==> src/rtl/i2c_arbiter_if.sv <==
// Bundle of requester-side and I2C-master-side signals for the two-port I2C arbiter.
// The slave modport is the arbiter's view; the master modport is the environment driving requests and m_busy.
interface i2c_arbiter_if;
    logic       req0;
    logic       req1;
    logic [2:0] addr0;
    logic [2:0] addr1;
    logic [7:0] data0;
    logic [7:0] data1;
    logic       rw0;
    logic       rw1;

    logic       gnt0;
    logic       gnt1;
    logic       done0;
    logic       done1;
    logic       err;

    logic       m_start;
    logic [2:0] m_addr;
    logic [7:0] m_data;
    logic       m_rw;
    logic       m_busy;

    modport slave (
        input  req0, req1, addr0, addr1, data0, data1, rw0, rw1, m_busy,
        output gnt0, gnt1, done0, done1, err, m_start, m_addr, m_data, m_rw
    );

    modport master (
        output req0, req1, addr0, addr1, data0, data1, rw0, rw1, m_busy,
        input  gnt0, gnt1, done0, done1, err, m_start, m_addr, m_data, m_rw
    );
endinterface

==> src/rtl/i2c_arbiter.sv <==
// Round-robin arbiter sharing one I2C master between two requesters; issues a one-cycle
// command pulse, waits for the master's busy handshake with bounded timeouts, and reports completion.
module i2c_arbiter #(
    parameter int unsigned BUSY_WAIT = 15,
    parameter int unsigned TIMEOUT   = 255
) (
    input  logic         clk,
    input  logic         reset,
    i2c_arbiter_if.slave bus
);

    localparam logic [2:0] ST_IDLE      = 3'd0;
    localparam logic [2:0] ST_ISSUE     = 3'd1;
    localparam logic [2:0] ST_WAIT_BUSY = 3'd2;
    localparam logic [2:0] ST_WAIT_IDLE = 3'd3;
    localparam logic [2:0] ST_DONE      = 3'd4;

    localparam logic [7:0] BUSY_WAIT_LIM = 8'(BUSY_WAIT);
    localparam logic [7:0] TIMEOUT_LIM   = 8'(TIMEOUT);

    logic [2:0] state_q,   state_d;
    logic [7:0] cnt_q,     cnt_d;
    logic [1:0] gnt_q,     gnt_d;
    logic       owner_q,   owner_d;
    logic       last_q,    last_d;
    logic [2:0] m_addr_q,  m_addr_d;
    logic [7:0] m_data_q,  m_data_d;
    logic       m_rw_q,    m_rw_d;
    logic       m_start_q, m_start_d;
    logic [1:0] done_q,    done_d;
    logic       err_q,     err_d;

    logic       winner;
    logic [7:0] cnt_inc;
    logic [1:0] owner_hot;

    // Saturating increment: the counter parks at 255 instead of wrapping back to zero.
    assign cnt_inc   = (cnt_q == 8'hFF) ? 8'hFF : cnt_q + 8'd1;
    assign owner_hot = owner_q ? 2'b10 : 2'b01;

    // On a tie the requester that was not served last wins; otherwise the lone requester wins.
    assign winner = (bus.req0 & bus.req1) ? ~last_q : bus.req1;

    always_comb begin
        // NOTE: every signal gets a default before the case so no path leaves one unassigned,
        // which would otherwise infer a latch.
        state_d   = state_q;
        cnt_d     = cnt_q;
        gnt_d     = gnt_q;
        owner_d   = owner_q;
        last_d    = last_q;
        m_addr_d  = m_addr_q;
        m_data_d  = m_data_q;
        m_rw_d    = m_rw_q;
        m_start_d = 1'b0;
        done_d    = 2'b00;
        err_d     = 1'b0;

        case (state_q)
            ST_IDLE: begin
                if (bus.req0 | bus.req1) begin
                    owner_d   = winner;
                    last_d    = winner;
                    gnt_d     = winner ? 2'b10 : 2'b01;
                    m_addr_d  = winner ? bus.addr1 : bus.addr0;
                    m_data_d  = winner ? bus.data1 : bus.data0;
                    m_rw_d    = winner ? bus.rw1   : bus.rw0;
                    m_start_d = 1'b1;
                    state_d   = ST_ISSUE;
                end
            end

            ST_ISSUE: begin
                cnt_d   = 8'd0;
                state_d = ST_WAIT_BUSY;
            end

            ST_WAIT_BUSY: begin
                if (bus.m_busy) begin
                    cnt_d   = 8'd0;
                    state_d = ST_WAIT_IDLE;
                end else begin
                    cnt_d = cnt_inc;
                    if (cnt_inc >= BUSY_WAIT_LIM) begin
                        err_d   = 1'b1;
                        done_d  = owner_hot;
                        state_d = ST_DONE;
                    end
                end
            end

            ST_WAIT_IDLE: begin
                if (!bus.m_busy) begin
                    done_d  = owner_hot;
                    state_d = ST_DONE;
                end else begin
                    cnt_d = cnt_inc;
                    if (cnt_inc >= TIMEOUT_LIM) begin
                        err_d   = 1'b1;
                        done_d  = owner_hot;
                        state_d = ST_DONE;
                    end
                end
            end

            ST_DONE: begin
                gnt_d   = 2'b00;
                state_d = ST_IDLE;
            end

            default: begin
                gnt_d   = 2'b00;
                state_d = ST_IDLE;
            end
        endcase
    end

    // last_q resets to requester 1 so requester 0 takes the first tie after reset.
    always_ff @(posedge clk) begin
        // NOTE: state registers use non-blocking assignments so every flop samples the
        // pre-edge values regardless of statement order.
        if (!reset) begin
            state_q   <= ST_IDLE;
            cnt_q     <= 8'd0;
            gnt_q     <= 2'b00;
            owner_q   <= 1'b0;
            last_q    <= 1'b1;
            m_addr_q  <= 3'd0;
            m_data_q  <= 8'd0;
            m_rw_q    <= 1'b0;
            m_start_q <= 1'b0;
            done_q    <= 2'b00;
            err_q     <= 1'b0;
        end else begin
            state_q   <= state_d;
            cnt_q     <= cnt_d;
            gnt_q     <= gnt_d;
            owner_q   <= owner_d;
            last_q    <= last_d;
            m_addr_q  <= m_addr_d;
            m_data_q  <= m_data_d;
            m_rw_q    <= m_rw_d;
            m_start_q <= m_start_d;
            done_q    <= done_d;
            err_q     <= err_d;
        end
    end

    assign bus.gnt0    = gnt_q[0];
    assign bus.gnt1    = gnt_q[1];
    assign bus.done0   = done_q[0];
    assign bus.done1   = done_q[1];
    assign bus.err     = err_q;
    assign bus.m_start = m_start_q;
    assign bus.m_addr  = m_addr_q;
    assign bus.m_data  = m_data_q;
    assign bus.m_rw    = m_rw_q;

endmodule

==> src/flat_wrapper.sv <==
// flat-port wrapper written by rule: the top's interface ports become plain ports
module i2c_arbiter_flat 
#(
    parameter int unsigned BUSY_WAIT = 15,
    parameter int unsigned TIMEOUT   = 255
)
  (clk, reset, bus_req0, bus_req1, bus_addr0, bus_addr1, bus_data0, bus_data1, bus_rw0, bus_rw1, bus_m_busy, bus_gnt0, bus_gnt1, bus_done0, bus_done1, bus_err, bus_m_start, bus_m_addr, bus_m_data, bus_m_rw);
  i2c_arbiter_if bus_i ();
  input  logic clk;
  input  logic reset;
  input wire logic [$bits(bus_i.req0)-1:0] bus_req0;
  input wire logic [$bits(bus_i.req1)-1:0] bus_req1;
  input wire logic [$bits(bus_i.addr0)-1:0] bus_addr0;
  input wire logic [$bits(bus_i.addr1)-1:0] bus_addr1;
  input wire logic [$bits(bus_i.data0)-1:0] bus_data0;
  input wire logic [$bits(bus_i.data1)-1:0] bus_data1;
  input wire logic [$bits(bus_i.rw0)-1:0] bus_rw0;
  input wire logic [$bits(bus_i.rw1)-1:0] bus_rw1;
  input wire logic [$bits(bus_i.m_busy)-1:0] bus_m_busy;
  output wire logic [$bits(bus_i.gnt0)-1:0] bus_gnt0;
  output wire logic [$bits(bus_i.gnt1)-1:0] bus_gnt1;
  output wire logic [$bits(bus_i.done0)-1:0] bus_done0;
  output wire logic [$bits(bus_i.done1)-1:0] bus_done1;
  output wire logic [$bits(bus_i.err)-1:0] bus_err;
  output wire logic [$bits(bus_i.m_start)-1:0] bus_m_start;
  output wire logic [$bits(bus_i.m_addr)-1:0] bus_m_addr;
  output wire logic [$bits(bus_i.m_data)-1:0] bus_m_data;
  output wire logic [$bits(bus_i.m_rw)-1:0] bus_m_rw;
  assign bus_i.req0 = bus_req0;
  assign bus_i.req1 = bus_req1;
  assign bus_i.addr0 = bus_addr0;
  assign bus_i.addr1 = bus_addr1;
  assign bus_i.data0 = bus_data0;
  assign bus_i.data1 = bus_data1;
  assign bus_i.rw0 = bus_rw0;
  assign bus_i.rw1 = bus_rw1;
  assign bus_i.m_busy = bus_m_busy;
  assign bus_gnt0 = bus_i.gnt0;
  assign bus_gnt1 = bus_i.gnt1;
  assign bus_done0 = bus_i.done0;
  assign bus_done1 = bus_i.done1;
  assign bus_err = bus_i.err;
  assign bus_m_start = bus_i.m_start;
  assign bus_m_addr = bus_i.m_addr;
  assign bus_m_data = bus_i.m_data;
  assign bus_m_rw = bus_i.m_rw;
  i2c_arbiter #(.BUSY_WAIT(BUSY_WAIT), .TIMEOUT(TIMEOUT)) u_core (.clk(clk), .reset(reset), .bus(bus_i));
endmodule
==> config.mk <==
export PLATFORM = sky130hd
export DESIGN_NAME = i2c_arbiter_flat
export DESIGN_NICKNAME = d
export VERILOG_FILES = /design/src/rtl/i2c_arbiter_if.sv /design/src/rtl/i2c_arbiter.sv /design/src/flat_wrapper.sv
export SDC_FILE = /design/constraint.sdc
export NUM_CORES = 1
export LEC_CHECK = 0
export ABC_AREA = 0
export BUFFER_PORTS_ARGS = -buffer_cell sky130_fd_sc_hd__buf_4
export CAP_MARGIN = 20
export CORE_MARGIN = 5
export CORE_UTILIZATION = 30
export CTS_CLUSTER_DIAMETER = 120
export CTS_CLUSTER_SIZE = 24
export DETAILED_ROUTE_END_ITERATION = 8
export PLACE_DENSITY = 0.53
export REMOVE_ABC_BUFFERS = 1
export SYNTH_ARGS = -nofsm -noshare
export SYNTH_HDL_FRONTEND = slang
export SYNTH_SLANG_ARGS = --single-unit
export TNS_END_PERCENT = 1
==> constraint.sdc <==
create_clock -name clk -period 2.45 [get_ports clk]
set_clock_uncertainty 0.1 [all_clocks]
set_input_delay 0.1225 -clock clk [delete_from_list [all_inputs] [get_ports clk]]
set_output_delay 0.1225 -clock clk [all_outputs]
set_load 0.1 [all_outputs]
* After elaboration in Yosys (flattened, before gate mapping) *
Cells that the tools add are included.

cells by class
  bitwise logic cells = 4
  magnitude comparators = 2
  add/subtract/negate cells = 1
  equal/unequal tests = 8
  mux-type cells = 29
  reduce and logical (&&, ||, !) cells = 8

operators by type and width
  kind                                                                                  count
  8-bit 2-to-1 mux                                                                      4
  8-bit one-hot mux with 3 select lines                                                 1
  3-bit 2-to-1 mux                                                                      6
  2-bit 2-to-1 mux                                                                      7
  3-bit one-hot mux with 4 select lines                                                 1
  8-bit by 1-bit adder with 8-bit output (second input constant)                        1
  8-bit equality test (second input constant)                                           1
  8-bit by 4-bit greater-or-equal comparator with 1-bit output (second input constant)  1
  8-bit greater-or-equal comparator (second input constant)                             1
  2-bit one-hot mux with 2 select lines                                                 2
  2-bit AND reduction                                                                   4
  1-bit 2-to-1 mux                                                                      7
  3-bit by 2-bit equality test with 1-bit output (second input constant)                2
  3-bit by 2-bit != test with 1-bit output (second input constant)                      2
  3-bit by 1-bit equality test with 1-bit output (second input constant)                1
  3-bit zero test                                                                       1
  3-bit AND reduction                                                                   1
  3-bit nonzero test                                                                    1
  3-bit OR reduction                                                                    1
  2-bit by 1-bit != test with 1-bit output (second input constant)                      1
  2-bit != test (second input constant)                                                 1
  1-bit inverter                                                                        2
  1-bit one-hot mux with 2 select lines                                                 1
  1-bit AND                                                                             1
  1-bit bitwise OR                                                                      1

word-level totals
  output and inout bits = 18
  register bits after elaboration = 31

* Longest topological paths before layout *
  depth in word-level cells = 6
  depth in mapped cells = 7
  gate-level depth less buffers = 6

* Worst setup path after synthesis *
OpenSTA, ideal clock, no wires.

  path kind = reg-to-reg
  start point = register u_core.cnt_q[0]
  end point = register u_core.state_q[1]
  stages on the path, launching flop included = 8
  arrival = 1,668 ps
  clock period less this slack = 1,890 ps
  buffers on the path = 1
  required time = 2,228 ps
  path slack = 560 ps
  path through = dfxtp_1 -> ha_1 -> buf_4 -> and3_1 -> nor4_1 -> o32ai_2 -> nor3_1 -> o311a_1

on the way
  longest elaborated chain between the ends = 5
  elaborated cells between the ends (all ways) = 8

RTL lines
  element                                                                                                                   line                                  text
  start: declaration                                                                                                        i2c_arbiter.sv:22                     logic [7:0] cnt_q, cnt_d;
  start signal: assignment                                                                                                  i2c_arbiter.sv:136                    cnt_q <= cnt_d;
  8-bit by 1-bit adder with 8-bit output / 8-bit equality test (equally long branches)                                      i2c_arbiter.sv:38                     assign cnt_inc = (cnt_q == 8'hFF) ? 8'hFF : cnt_q + 8'd1;
  8-bit 2-to-1 mux *                                                                                                        i2c_arbiter.sv:38
  8-bit greater-or-equal comparator / 8-bit by 4-bit greater-or-equal comparator with 1-bit output (equally long branches)  i2c_arbiter.sv:98, i2c_arbiter.sv:84
  3-bit by 2-bit != test with 1-bit output (no line)                                                                        n/a
  3-bit AND reduction (no line) *                                                                                           n/a
  end signal: assignment                                                                                                    i2c_arbiter.sv:135                    state_q <= state_d;
  end: declaration                                                                                                          i2c_arbiter.sv:21                     logic [2:0] state_q, state_d;

Every way passes the cells marked *; elsewhere a longest branch is shown, timed or not.
A chain may end at the register's enable or synchronous reset.

* Worst setup path after layout *
Ends and elaborated chain as after synthesis.

==> qor.log <==
qor: status.status finished clean
qor: pwr.power.static_leakage 0.986 nW
qor: global_route.grt_overflow 0
qor: sta.max_freq 479 MHz
qor: logic_synthesis.post_synth_edffs 0
qor: logic_synthesis.syn_inst 200
qor: logic_synthesis.synthFlopType sky130_fd_sc_hd__dfxtp_1
qor: pwr.power.combinational.fraction 0.408
qor: sta.final-setup-viol-count 0
qor: flow_run.drv_cap 0
qor: place.place_inst 305
qor: cells_and_area.post_route_cells_drive_above_1_share 0.282
qor: place.place.gp.congestion 0.910
qor: pwr.internal-power 0.000958 W
qor: global_route.track_usage 0.123
qor: logic_synthesis.synthDistinctLibCells 52
qor: setup_path.worstPathArrival 2.16 ns
qor: logic_synthesis.yosys_register_bits 31
qor: clocking.clk_pin_slew 0.07 ns
qor: global_route.first_global_vias 1522
qor: setup_path.endpoint_kind flop
qor: floorplanning.design.portCount 47
qor: cells_and_area.layoutNonFillerInstCount 313
qor: floorplanning.core-area 0.00557 sq mm
qor: sta.final_period_util 0.851
qor: sta.slew-limit-headroom 0.673
qor: setup_path.worstSetupPathType flop to flop
qor: pwr.power.ir.vdd_worst 364 uV
qor: drt.post_route_antenna_net_violation_count 0
qor: pwr.power_switching_share 0.440
qor: clocking.cts-buffers-inserted 5
qor: global_route.grt_first_pass_wirelength 7490 um
qor: sta.fin_crit 2.09 ns
qor: floorplanning.die_h 86.0 um
qor: pwr.power.density_cell_area 779 mW/mm^2
qor: clocking.cts_setup_buffers 0
qor: clocking.clock_sink_count 31
qor: pwr.pwr-share-clk 0.233
qor: sta.setup_slack 0.364 ns
qor: cells_and_area.final_core_utilization 0.394
qor: floorplanning.initial_utilization 0.311
qor: sta.worst_pin_slew 0.489 ns
qor: clocking.cts_tree yes
qor: clocking.cts_max_path_buffers 2
qor: clocking.clk-insertion-delay-late 0.29 ns
qor: floorplanning.placement_rows 27
qor: setup_path.r2r_slack 0.36 ns
qor: logic_synthesis.mappedNetlistArea 0.00173 sq mm
qor: logic_synthesis.async_reset_ff_frac 0
qor: place.portBuffers 46
qor: logic_synthesis.synth_area_per_cell 8.66 sq um
qor: place.detailed_place_hpwl 3000 um
qor: sta.fin_tns_setup 0 ns
qor: sta.timing_hold_violations_final 0
qor: drt.first_iter_violations 114
qor: pwr.relative_contribution_of_sequential_cells_to_total_power 0.358
qor: cells_and_area.area_growth_syn_to_layout 26.9%
qor: logic_synthesis.synth_warnings 0
qor: floorplanning.die_x 86.0 um
qor: clocking.cts.root.buffer_cell sky130_fd_sc_hd__clkbuf_8
qor: drt.num_vias 1577
qor: global_route.grt_start_max_net_pins 28
qor: drt.drt_pre_antenna_iters 4
qor: pwr.reported_net_switching_power 0.000754 W
qor: place.preCtsSetupSlack 0.276 ns
qor: sta.grt_setup_unrepaired false
qor: drt.remaining_routing_drc_violations 0
qor: setup_path.worstPathRequired 2.52 ns
qor: global_route.antenna_found_initial 0
qor: worst_hold_path.timing.hold.worst.class input port to flop
qor: sta.drv_slew 0
qor: setup_path.path_max_fanout 11
qor: floorplanning.die_area 0.00739 sq mm
qor: clocking.htree_num_levels 2
qor: drt.route.detailed.vias_per_inst 5.04
qor: cells_and_area.antenna_cells_inserted 0
qor: setup_path.timing.critical_path.from_type flop
qor: cells_and_area.layout.filler_cells 567
qor: logic_synthesis.seq_area_frac_synth 0.358
qor: cells_and_area.final_nets 270
qor: drt.routed_wl_per_cell 13.5 um
qor: drt.detail_route.wirelength 4230 um
[power groups by stage]
| stage | Clock (W) | Combinational, W | Sequential [W] |
|---|---|---|---|
| floorplan | 0 | 0.000200 | 0.000946 |
| global placement | 0 | 0.000703 | 0.000622 |
| detailed placement | 0 | 0.000703 | 0.000621 |
| CTS | 0.000414 | 0.000705 | 0.000612 |
| global route | 0.000437 | 0.000747 | 0.000622 |
| finish | 0.000400 | 0.000699 | 0.000613 |
[worst max-delay path, cell delays in order, from the launching register on]
cell,delay [ns]
sky130_fd_sc_hd__dfxtp_1,0.47
sky130_fd_sc_hd__ha_2,0.38
sky130_fd_sc_hd__and3_1,0.22
sky130_fd_sc_hd__nor4_1,0.06
sky130_fd_sc_hd__o32ai_2,0.34
sky130_fd_sc_hd__nor3_1,0.09
sky130_fd_sc_hd__o311a_1,0.33
[routing by layer]
metal	wire length, um	vias to the layer above	global-route usage
met5	0	-	0
met4	23	0	0.0288
met3	400	3	0.0586
met2	1820	56	0.179
met1	1990	701	0.163
li1	-	817	-
[what timing repair did]
action                     4_1_cts  5_1_grt
setup endpoints to repair        0        5
resized for setup                0        1
hold endpoints to repair         0        0
hold buffers                     0        0
[kinds of logic (layout without fill, tap and decap cells)]
logic type,count (synthesis),count (layout),synth area share
XOR/XNOR,2,2,0.0101
flip-flops,31,31,0.358
AO/OA/AOI/OAI,57,57,0.269
multiplexers,13,13,0.0759
adder cells (fa/ha/maj),1,1,0.00722
AND/OR/NAND/NOR,78,78,0.231
buffers and inverters,18,59,0.0484
[cell type report]
class	count	area, sq um	area share
multi-input combinational	151	1030	0.469
sequential	31	621	0.282
timing repair buffer	48	360	0.164
tap	72	90.1	0.0410
clock buffer	6	72.6	0.0330
clock inverter	2	12.5	0.00569
inverter	3	11.3	0.00513
[cells in the mapped netlist (2+ instances only)]
library cell | n | area, sq um
sky130_fd_sc_hd__dfxtp_1 | 31 | 621
sky130_fd_sc_hd__nand2_1 | 29 | 109
sky130_fd_sc_hd__mux2i_1 | 12 | 120
sky130_fd_sc_hd__o211a_1 | 12 | 120
sky130_fd_sc_hd__nor2_1 | 11 | 41.3
sky130_fd_sc_hd__a21oi_1 | 9 | 45.0
sky130_fd_sc_hd__buf_2 | 9 | 45.0
sky130_fd_sc_hd__o21ai_0 | 8 | 40.0
sky130_fd_sc_hd__nor2b_1 | 7 | 43.8
sky130_fd_sc_hd__nand3_1 | 6 | 30.0
sky130_fd_sc_hd__and2_1 | 5 | 31.3
sky130_fd_sc_hd__clkbuf_1 | 4 | 15.0
sky130_fd_sc_hd__a21boi_0 | 3 | 22.5
sky130_fd_sc_hd__and3_1 | 3 | 18.8
sky130_fd_sc_hd__inv_1 | 3 | 11.3
sky130_fd_sc_hd__nand4_1 | 3 | 18.8
sky130_fd_sc_hd__nor3_1 | 3 | 15.0
sky130_fd_sc_hd__a22oi_1 | 2 | 15.0
sky130_fd_sc_hd__and4_1 | 2 | 17.5
sky130_fd_sc_hd__nor4_1 | 2 | 12.5
sky130_fd_sc_hd__o221a_2 | 2 | 22.5
sky130_fd_sc_hd__o311a_1 | 2 | 20.0
sky130_fd_sc_hd__o32ai_1 | 2 | 17.5
sky130_fd_sc_hd__xnor2_1 | 2 | 17.5
[state kept, by name, indices dropped and copies added, names as in the netlist]
name                flops
u_core.bus.err          1
u_core.bus.m_addr       3
u_core.bus.m_data       8
u_core.bus.m_rw         1
u_core.bus.m_start      1
u_core.cnt_q            8
u_core.done_q           2
u_core.gnt_q            2
u_core.last_q           1
u_core.owner_q          1
u_core.state_q          3
[worst paths after layout]
| path | cells past startpoint | from | end |
|---|---|---|---|
| worst min register to register | 1 | u_core.bus.m_data[2] | u_core.bus.m_data[2] |
| worst min-delay path | 3 | bus_req1 | u_core.last_q |
| worst max register to register | 6 | u_core.cnt_q[0] | u_core.state_q[1] |
| worst max-delay path | 6 | u_core.cnt_q[0] | u_core.state_q[1] |
[per-stage QoR]
stage	total power, W	hold slack (ns)	cell area (sq um)
final	0.00171	0.0396	2200
after CTS	0.00173	0.0404	2190
after detailed placement	0.00132	0.334	2110
after floorplan	0.00115	0.0987	1660
after global routing	0.00181	0.0912	2200
after global placement	0.00133	0.321	2110
[layout by cell type, fill, tap and decap left out, types with 2 or more instances in the layout]
| master | netlist | layout |
|---|---|---|
| sky130_fd_sc_hd__a21boi_0 | 3 | 3 |
| sky130_fd_sc_hd__a21oi_1 | 9 | 9 |
| sky130_fd_sc_hd__a22oi_1 | 2 | 2 |
| sky130_fd_sc_hd__and2_1 | 5 | 5 |
| sky130_fd_sc_hd__and3_1 | 3 | 3 |
| sky130_fd_sc_hd__and4_1 | 2 | 2 |
| sky130_fd_sc_hd__buf_4 | 1 | 48 |
| sky130_fd_sc_hd__clkbuf_8 | 0 | 5 |
| sky130_fd_sc_hd__dfxtp_1 | 31 | 31 |
| sky130_fd_sc_hd__inv_1 | 3 | 3 |
| sky130_fd_sc_hd__mux2i_1 | 12 | 12 |
| sky130_fd_sc_hd__nand2_1 | 29 | 29 |
| sky130_fd_sc_hd__nand3_1 | 6 | 6 |
| sky130_fd_sc_hd__nand4_1 | 3 | 3 |
| sky130_fd_sc_hd__nor2_1 | 11 | 11 |
| sky130_fd_sc_hd__nor2b_1 | 7 | 7 |
| sky130_fd_sc_hd__nor3_1 | 3 | 3 |
| sky130_fd_sc_hd__nor4_1 | 2 | 2 |
| sky130_fd_sc_hd__o211a_1 | 12 | 12 |
| sky130_fd_sc_hd__o21ai_0 | 8 | 8 |
| sky130_fd_sc_hd__o221a_2 | 2 | 2 |
| sky130_fd_sc_hd__o311a_1 | 2 | 2 |
| sky130_fd_sc_hd__o32ai_1 | 2 | 2 |
| sky130_fd_sc_hd__xnor2_1 | 2 | 2 |
(Power assumes the default switching activity.)
